[src/rtl/arp_rx_parser.sv]
// rtl/arp_rx_parser.sv - ARP payload parser issuing ARP-table updates and reply requests
module arp_rx_parser #(
  parameter bit P_UPDATE_ANY = 1'b0,
  parameter int P_MIN_LEN    = 28
) (
  input  logic        i_clk,
  input  logic        i_rst,
  input  logic [31:0] i_local_ip,
  input  logic [7:0]  i_arp_data,
  input  logic        i_arp_valid,
  input  logic        i_arp_last,
  output logic [31:0] o_updata_ip,
  output logic [47:0] o_updata_mac,
  output logic        o_updata_valid,
  output logic [31:0] o_reply_ip,
  output logic [47:0] o_reply_mac,
  output logic        o_reply_valid,
  output logic        o_err
);

  typedef enum logic [1:0] {S_IDLE, S_RECV, S_PAD, S_DROP} state_t;

  // Index of the last beat of the shortest acceptable frame.
  localparam logic [6:0] LP_MIN_IDX = 7'(P_MIN_LEN - 1);

  state_t      r_state;
  state_t      w_state_nxt;
  logic [5:0]  r_idx;
  logic        r_hdr_ok;
  logic [15:0] r_oper;
  logic [47:0] r_sha;
  logic [31:0] r_spa;
  logic [31:0] r_tpa;

  logic        w_byte_bad;
  logic        w_len_ok;
  logic [31:0] w_tpa_now;
  logic        w_match;
  logic        w_eval;
  logic        w_err_nxt;
  logic        w_upd_nxt;
  logic        w_rep_nxt;

  // Compare the current byte against the fixed Ethernet/IPv4 ARP header.
  always_comb begin
    w_byte_bad = 1'b0;
    case (r_idx)
      6'd0:    w_byte_bad = (i_arp_data != 8'h00);
      6'd1:    w_byte_bad = (i_arp_data != 8'h01);
      6'd2:    w_byte_bad = (i_arp_data != 8'h08);
      6'd3:    w_byte_bad = (i_arp_data != 8'h00);
      6'd4:    w_byte_bad = (i_arp_data != 8'h06);
      6'd5:    w_byte_bad = (i_arp_data != 8'h04);
      6'd6:    w_byte_bad = (i_arp_data != 8'h00);
      6'd7:    w_byte_bad = (i_arp_data != 8'h01) && (i_arp_data != 8'h02);
      default: w_byte_bad = 1'b0;
    endcase
  end

  // TPA completes on idx 27, so fold in the live byte when evaluating on that beat.
  assign w_tpa_now = (r_idx == 6'd27) ? {r_tpa[23:0], i_arp_data} : r_tpa;
  assign w_match   = (w_tpa_now == i_local_ip);
  assign w_len_ok  = ({1'b0, r_idx} >= LP_MIN_IDX);

  // Byte counter and header-ok flag; both rearm on every last beat for zero-gap frames.
  always_ff @(posedge i_clk or posedge i_rst) begin
    if (i_rst) begin
      r_idx    <= 6'd0;
      r_hdr_ok <= 1'b1;
    end else if (i_arp_valid) begin
      if (i_arp_last) begin
        r_idx    <= 6'd0;
        r_hdr_ok <= 1'b1;
      end else begin
        if (r_idx != 6'd63) r_idx <= r_idx + 6'd1;
        if (w_byte_bad) r_hdr_ok <= 1'b0;
      end
    end
  end

  // Shift the big-endian OPER/SHA/SPA/TPA fields in MSB first; THA is skipped.
  always_ff @(posedge i_clk or posedge i_rst) begin
    if (i_rst) begin
      r_oper <= 16'd0;
      r_sha  <= 48'd0;
      r_spa  <= 32'd0;
      r_tpa  <= 32'd0;
    end else if (i_arp_valid) begin
      if (r_idx == 6'd6 || r_idx == 6'd7)   r_oper <= {r_oper[7:0], i_arp_data};
      if (r_idx >= 6'd8 && r_idx <= 6'd13)  r_sha  <= {r_sha[39:0], i_arp_data};
      if (r_idx >= 6'd14 && r_idx <= 6'd17) r_spa  <= {r_spa[23:0], i_arp_data};
      if (r_idx >= 6'd24 && r_idx <= 6'd27) r_tpa  <= {r_tpa[23:0], i_arp_data};
    end
  end

  // Frame state register.
  always_ff @(posedge i_clk or posedge i_rst) begin
    if (i_rst) r_state <= S_IDLE;
    else       r_state <= w_state_nxt;
  end

  // Next-state logic; decides on each last beat whether to evaluate or discard.
  always_comb begin
    w_state_nxt = r_state;
    w_eval      = 1'b0;
    w_err_nxt   = 1'b0;
    case (r_state)
      S_IDLE: begin
        if (i_arp_valid) begin
          if (i_arp_last)      w_err_nxt   = 1'b1;
          else if (w_byte_bad) w_state_nxt = S_DROP;
          else                 w_state_nxt = S_RECV;
        end
      end
      S_RECV: begin
        if (i_arp_valid) begin
          if (w_byte_bad) begin
            if (i_arp_last) begin
              w_err_nxt   = 1'b1;
              w_state_nxt = S_IDLE;
            end else begin
              w_state_nxt = S_DROP;
            end
          end else if (i_arp_last) begin
            w_state_nxt = S_IDLE;
            if (r_idx == 6'd27 && w_len_ok) w_eval    = 1'b1;
            else                            w_err_nxt = 1'b1;
          end else if (r_idx == 6'd27) begin
            w_state_nxt = S_PAD;
          end
        end
      end
      S_PAD: begin
        if (i_arp_valid && i_arp_last) begin
          w_state_nxt = S_IDLE;
          if (w_len_ok) w_eval    = 1'b1;
          else          w_err_nxt = 1'b1;
        end
      end
      S_DROP: begin
        if (i_arp_valid && i_arp_last) begin
          w_err_nxt   = 1'b1;
          w_state_nxt = S_IDLE;
        end
      end
      default: w_state_nxt = S_IDLE;
    endcase
  end

  // An all-zero SPA is an ARP probe: never learned, but still answered.
  assign w_upd_nxt = w_eval && r_hdr_ok && (w_match || P_UPDATE_ANY) && (r_spa != 32'd0);
  assign w_rep_nxt = w_eval && r_hdr_ok && w_match && (r_oper == 16'h0001);

  // Register strobes one cycle after the last beat; data holds between strobes.
  always_ff @(posedge i_clk or posedge i_rst) begin
    if (i_rst) begin
      o_updata_ip    <= 32'd0;
      o_updata_mac   <= 48'd0;
      o_updata_valid <= 1'b0;
      o_reply_ip     <= 32'd0;
      o_reply_mac    <= 48'd0;
      o_reply_valid  <= 1'b0;
      o_err          <= 1'b0;
    end else begin
      o_updata_valid <= w_upd_nxt;
      o_reply_valid  <= w_rep_nxt;
      o_err          <= w_err_nxt;
      if (w_upd_nxt) begin
        o_updata_ip  <= r_spa;
        o_updata_mac <= r_sha;
      end
      if (w_rep_nxt) begin
        o_reply_ip  <= r_spa;
        o_reply_mac <= r_sha;
      end
    end
  end

endmodule

[config.mk]
export PLATFORM = sky130hd
export DESIGN_NAME = arp_rx_parser
export DESIGN_NICKNAME = d
export VERILOG_FILES = /design/src/rtl/arp_rx_parser.sv
export SDC_FILE = /design/constraint.sdc
export NUM_CORES = 1
export LEC_CHECK = 0
export BUFFER_PORTS_ARGS = -buffer_cell sky130_fd_sc_hd__buf_2
export CAP_MARGIN = 25
export CORE_UTILIZATION = 60
export DETAILED_ROUTE_END_ITERATION = 10
export PLACE_DENSITY = 0.86
export SYNTH_ARGS = -nofsm -noshare
export SYNTH_HDL_FRONTEND = slang
export SYNTH_SLANG_ARGS = --single-unit
[constraint.sdc]
create_clock -name i_clk -period 19.15 [get_ports i_clk]
set_clock_uncertainty 0.1 [all_clocks]
set_input_delay 0.9575 -clock i_clk [delete_from_list [all_inputs] [get_ports i_clk]]
set_output_delay 0.9575 -clock i_clk [all_outputs]
set_load 0.01 [all_outputs]
# Word-level counts from Yosys, hierarchy flattened
# Index checks and enable logic that the tools add are counted.
# word_totals
inputBits,44
out_inout_bits,163
regBits,300
word_cells,105
# classes
eq_ne,24
addsub,1
n_lt_le_gt_ge,7
n_reduce_logical,26
mux,33
# ops
cell,n
equality test 32 bit,1
two-way mux 32 bit,1
nonzero test 32 bit,1
equality test 6 x 3 -> 1 bit (second input constant),4
two-way mux 2 bit,9
two-way mux 1 bit,17
equality test 16 x 1 -> 1 bit (second input constant),1
!= test 8 x 3 -> 1 bit (second input constant),2
equality test 6 x 2 -> 1 bit (second input constant),2
greater-or-equal comparator 6 x 4 -> 1 bit (second input constant),2
greater-or-equal comparator 6 x 5 -> 1 bit (second input constant),2
<= comparator 6 x 5 -> 1 bit (second input constant),2
two-way mux 6 bit,2
AND reduction 2 bit,6
logical AND 1 bit,10
!= test 8 x 1 -> 1 bit (second input constant),1
!= test 8 x 2 -> 1 bit (second input constant),1
!= test 8 x 4 -> 1 bit (second input constant),1
nonzero test 8 bit,1
adder 6 x 1 -> 6 bit (second input constant),1
equality test 6 x 1 -> 1 bit (second input constant),1
equality test 6 x 5 -> 1 bit (second input constant),1
<= comparator 6 x 4 -> 1 bit (second input constant),1
zero test 6 bit,1
other kinds (16),20

# Longest topological paths before layout
# depth
word_depth,10
depth_mapped,12
depth_no_buf,9

# Worst setup path before layout
# No wires, ideal clock.
# synth_timing
kind,input-to-reg
from,in i_arp_data[4]
to,reg o_updata_ip[10]
path_buffers,1
required_ns,18.922
path_slack_ns,16.116
setup_ns,0.128
arrival_time_ns,2.807
stages,8
cell_sequence,xnor2_1 > o221ai_1 > nor4_1 > nand3_1 > a2111oi_2 > nand4b_1 > buf_2 > mux2_1
# synth_via
elab_chain_cells,9
elab_cells_between_ends,16
cone_classes,eq/ne: 6; mux: 5; reduce/logical: 5
# synth_rtl
item,line_no,source
from (decl),9,"input logic [7:0] i_arp_data,"
!= test 8 x 1 -> 1 bit / != test 8 x 2 -> 1 bit (equally long branches),"49, 55",
logical AND 1 bit,55,6'd7: w_byte_bad = (i_arp_data != 8'h01) && (i_arp_data != 8'h02);
one-hot mux 1 bit (6 select lines),47,case (r_idx)
two-way mux 1 bit,117,if (w_byte_bad) begin
two-way mux 1 bit,116,if (i_arp_valid) begin
one-hot mux 1 bit (2 select lines),107,case (r_state)
logical AND 1 bit,151,assign w_upd_nxt = w_eval && r_hdr_ok && (w_match || P_UPDATE_ANY) && (r_spa != 32'd0);
logical AND 1 bit (*) (2 in series),151,
to (signal assigned),169,o_updata_ip <= r_spa;
to (decl),12,"output logic [31:0] o_updata_ip,"
# Every way passes the cells marked *; elsewhere a longest branch is shown, timed or not.
# A chain may end at the register's enable or synchronous reset.

# Final worst setup path
# layout_timing
from,reg r_idx[1]
to,reg o_updata_mac[22]
# layout_via
elab_chain_cells,10
elab_cells_between_ends,25
cone_classes,order compare: 1; eq/ne: 9; mux: 9; reduce/logical: 6
# layout_rtl
item,line_no,source
from (decl),28,logic [5:0] r_idx;
from (signal assigned),75,if (r_idx != 6'd63) r_idx <= r_idx + 6'd1;
greater-or-equal comparator 6 x 5 -> 1 bit / equality test 6 x 5 -> 1 bit (equally long branches),"63, 61, 126",
logical AND 1 bit,126,if (r_idx == 6'd27 && w_len_ok) w_eval = 1'b1;
two-way mux 1 bit,126,
two-way mux 1 bit,124,end else if (i_arp_last) begin
two-way mux 1 bit,117,
two-way mux 1 bit,116,
one-hot mux 1 bit (2 select lines),107,
logical AND 1 bit,151,
logical AND 1 bit (*) (2 in series),151,
to (signal assigned),170,o_updata_mac <= r_sha;
to (decl),13,"output logic [47:0] o_updata_mac,"
# Marks and branches as above.

==> results.cfg <==
[place]
port_buffers = 206
dp_hpwl_mm = 19.8
finalWeightedCongestion = 1.01

[detailed_routing]
first_pass_iters = 5
vias = 8479
viasPerCell = 5.88
ant_nets = 0
wl_per_cell_um = 20.4
drc = 0
drt_iter0_markers = 498
drt-total-wl_mm = 29.4

[synthesis]
ys_types = 66
yosys_warnings = 0
synth_cells = 948
syn_nets = 1002
ys_seq_elements = 300
synth.yosys.seq_area_share_pct = 58.1
synth_edf_count = 0
syn_area_sq_um = 12900
synthArstFlopShare_pct = 100
yosys_most_used_dff = dfrtp_1
avgSynthCellArea_sq_um = 13.6

[min_path]
hold_path_class = reg2reg

[global_route]
grt_pass1_vias = 8413
grt_start_max_net_pins = 174
antenna_found_initial = 1
grt_first_pass_wirelength_mm = 46.8
grt_use_total_pct = 27.0
grt_overflow = 0

[clocking]
cts_max_level = 1
tritoncts = yes
cts_made_buffers = 30
clk_latency_ns = 0.55
cts.clk_slew.worst_paths_ns = 0.06
cts_resized = 0
cts_root_buf = clkbuf_16
cts.sinks = 300
cts_buffer_depth = 3
ctsHoldBuffers = 0
cts_setup_buffers = 0

[layout]
nNetsFinal = 1196
multi_input_area_sq_um = 5080
drive_above_1_share_pct = 42.4
layout.area.seq_sq_um = 7510
area_growth_pct = 17.1
layout_common_cells = dfrtp_1, mux2_2, buf_2, mux2_1, o21ai_0
final_common_cell = dfrtp_1
nFillCells = 1451

[timing]
holdWs_ns = 0.386
rsz0062_at_grt = false
finalMaxSlewViolations = 0
fmax_mhz = 200
setup_viol = 0
tns_ns = 0
finalHoldViolCount = 0
finalCriticalPeriod_ns = 5.00
final.period_utilization_pct = 26.1
tightest_slew_ns = 0.942
slew_headroom_pct = 37.2

[floorplanning]
die_w_um = 149
core_sq_um = 21100
die-area_sq_um = 22100
io-pin-count = 207
initial_core_util_pct = 61.3
die_y_um = 149
rows = 53

[worst_setup_path]
critPathMaxFanout = 49
crit_required_ns = 19.48
worstSetupStartpointType = flop
end_kind = flop
arrival_ns = 5.33
critPathKind = reg2reg

[power]
p_clk_share_pct = 41.8
p_int_uw = 1020
power_switching_uw = 315
p_comb_share_pct = 7.2
powerDensity_nw_per_um2 = 88.5
netSwitchingFraction_pct = 23.5
pwr-share-seq_pct = 51.0
leakagePower_uw = 0.00816
ir_drop_uv = 84.6

[job]
maxCapViolCount = 0

[run_status]
status = finished clean
==> layout make-up <==
cell class	count	area share [%]
flip-flops and latches	300	49.6
multi-input cells	567	33.6
repair buffers	214	7.43
clock buffers	47	5.71
well taps	275	2.27
inverters	29	0.769
clock inverters	9	0.571
diodes	1	0.0165
==> synth_stat cells (6+ instances only) <==
| master | number | area (sq um) |
|---|---|---|
| inv_1 | 29 | 109 |
| o21ai_0 | 32 | 160 |
| o22ai_1 | 9 | 56.3 |
| nand2b_1 | 14 | 87.6 |
| xnor2_1 | 9 | 78.8 |
| mux2_2 | 225 | 2530 |
| nor2b_1 | 6 | 37.5 |
| a21o_1 | 8 | 60.1 |
| a21oi_1 | 9 | 45.0 |
| nand4_1 | 10 | 62.6 |
| mux2i_1 | 6 | 60.1 |
| nor4_1 | 19 | 119 |
| dfrtp_1 | 299 | 7480 |
| nor2_1 | 14 | 52.6 |
| nor3_1 | 7 | 35.0 |
| clkbuf_1 | 26 | 97.6 |
| nand2_1 | 26 | 97.6 |
| ha_1 | 10 | 125 |
| o211ai_1 | 6 | 45.0 |
| mux2_1 | 52 | 586 |
| xor2_1 | 8 | 70.1 |
| nand3_1 | 19 | 95.1 |
| buf_2 | 23 | 115 |
| a211oi_1 | 6 | 45.0 |
==> stage by stage <==
stage / std cells / cell area [sq um] / utilization (%) / worst slack (ns) / total power, uW
after floorplan: 948 / 12900 / - / 9.80 / 754
after global placement: 1384 / 14100 / 67.1 / 14.41 / 783
after detailed placement: 1385 / 14200 / 67.2 / 14.31 / 789
after CTS: 1441 / 15100 / 71.7 / 14.28 / 1350
after global routing: 1442 / 15100 / 71.8 / 13.89 / 1390
final: 1442 / 15100 / 71.8 / 14.15 / 1340
==> metal layers <==
layer	global-route usage [%]	vias to the layer above	wire length, um
met5	0	-	0
met4	8.52	0	837
met3	3.58	65	1480
met2	44.6	280	14300
met1	37.4	4282	12700
li1	-	3852	-
==> path summary, 6_finish.rpt <==
kind / slack [ns] / to / from / cells after the start
hold / removal: 0.39 / o_reply_mac[3] / o_reply_mac[3] / 1
hold reg to reg: 0.39 / o_reply_mac[3] / o_reply_mac[3] / 1
min in group asynchronous: 0.48 / o_reply_mac[26] / i_rst / 2
max in group asynchronous: 17.04 / r_tpa[19] / i_rst / 3
setup / recovery: 14.15 / o_updata_mac[22] / r_idx[1] / 10
setup reg to reg: 14.15 / o_updata_mac[22] / r_idx[1] / 10
==> worst max-delay path, stage by stage (launching register included) <==
cell and delay (ns):
dfrtp_1 0.41, ha_1 0.78, inv_1 0.37, nor2_1 0.72, mux2_2 0.43, o2111a_1 0.22, and4_1 0.22, nand4b_1 0.10
buf_4 0.39, buf_4 0.64, mux2_2 0.41
==> state kept, by name, indices dropped and copies added, names as in the netlist, 2 cells and up <==
| name | cells |
|---|---|
| o_updata_ip | 32 |
| o_reply_mac | 48 |
| r_sha | 48 |
| r_idx | 6 |
| r_state | 2 |
| r_spa | 32 |
| r_oper | 16 |
| r_tpa | 32 |
| o_reply_ip | 32 |
| o_updata_mac | 48 |
==> logic make-up (layout without fill, tap and decap cells) <==
family	after synthesis	count (layout)	synth area share [%]
DFF	300	300	58.1
AOI/OAI and AO/OA	114	114	6.28
muxes	283	283	24.6
other	0	1	0
and+or+nand+nor	143	143	6.29
xor gates and xnor gates	17	17	1.15
buffers and inverters	81	299	2.60
adders and majority gates	10	10	0.968
==> power groups by stage <==
stage | logic (uW) | registers, uW | clock network, uW
final | 96.4 | 683 | 560
after global routing | 107 | 687 | 596
after CTS | 96.1 | 683 | 572
after detailed placement | 94.4 | 694 | 0
after global placement | 90.4 | 692 | 0
after floorplan | 70.1 | 684 | 0
Note: power is estimated with default switching activity, not from simulation.
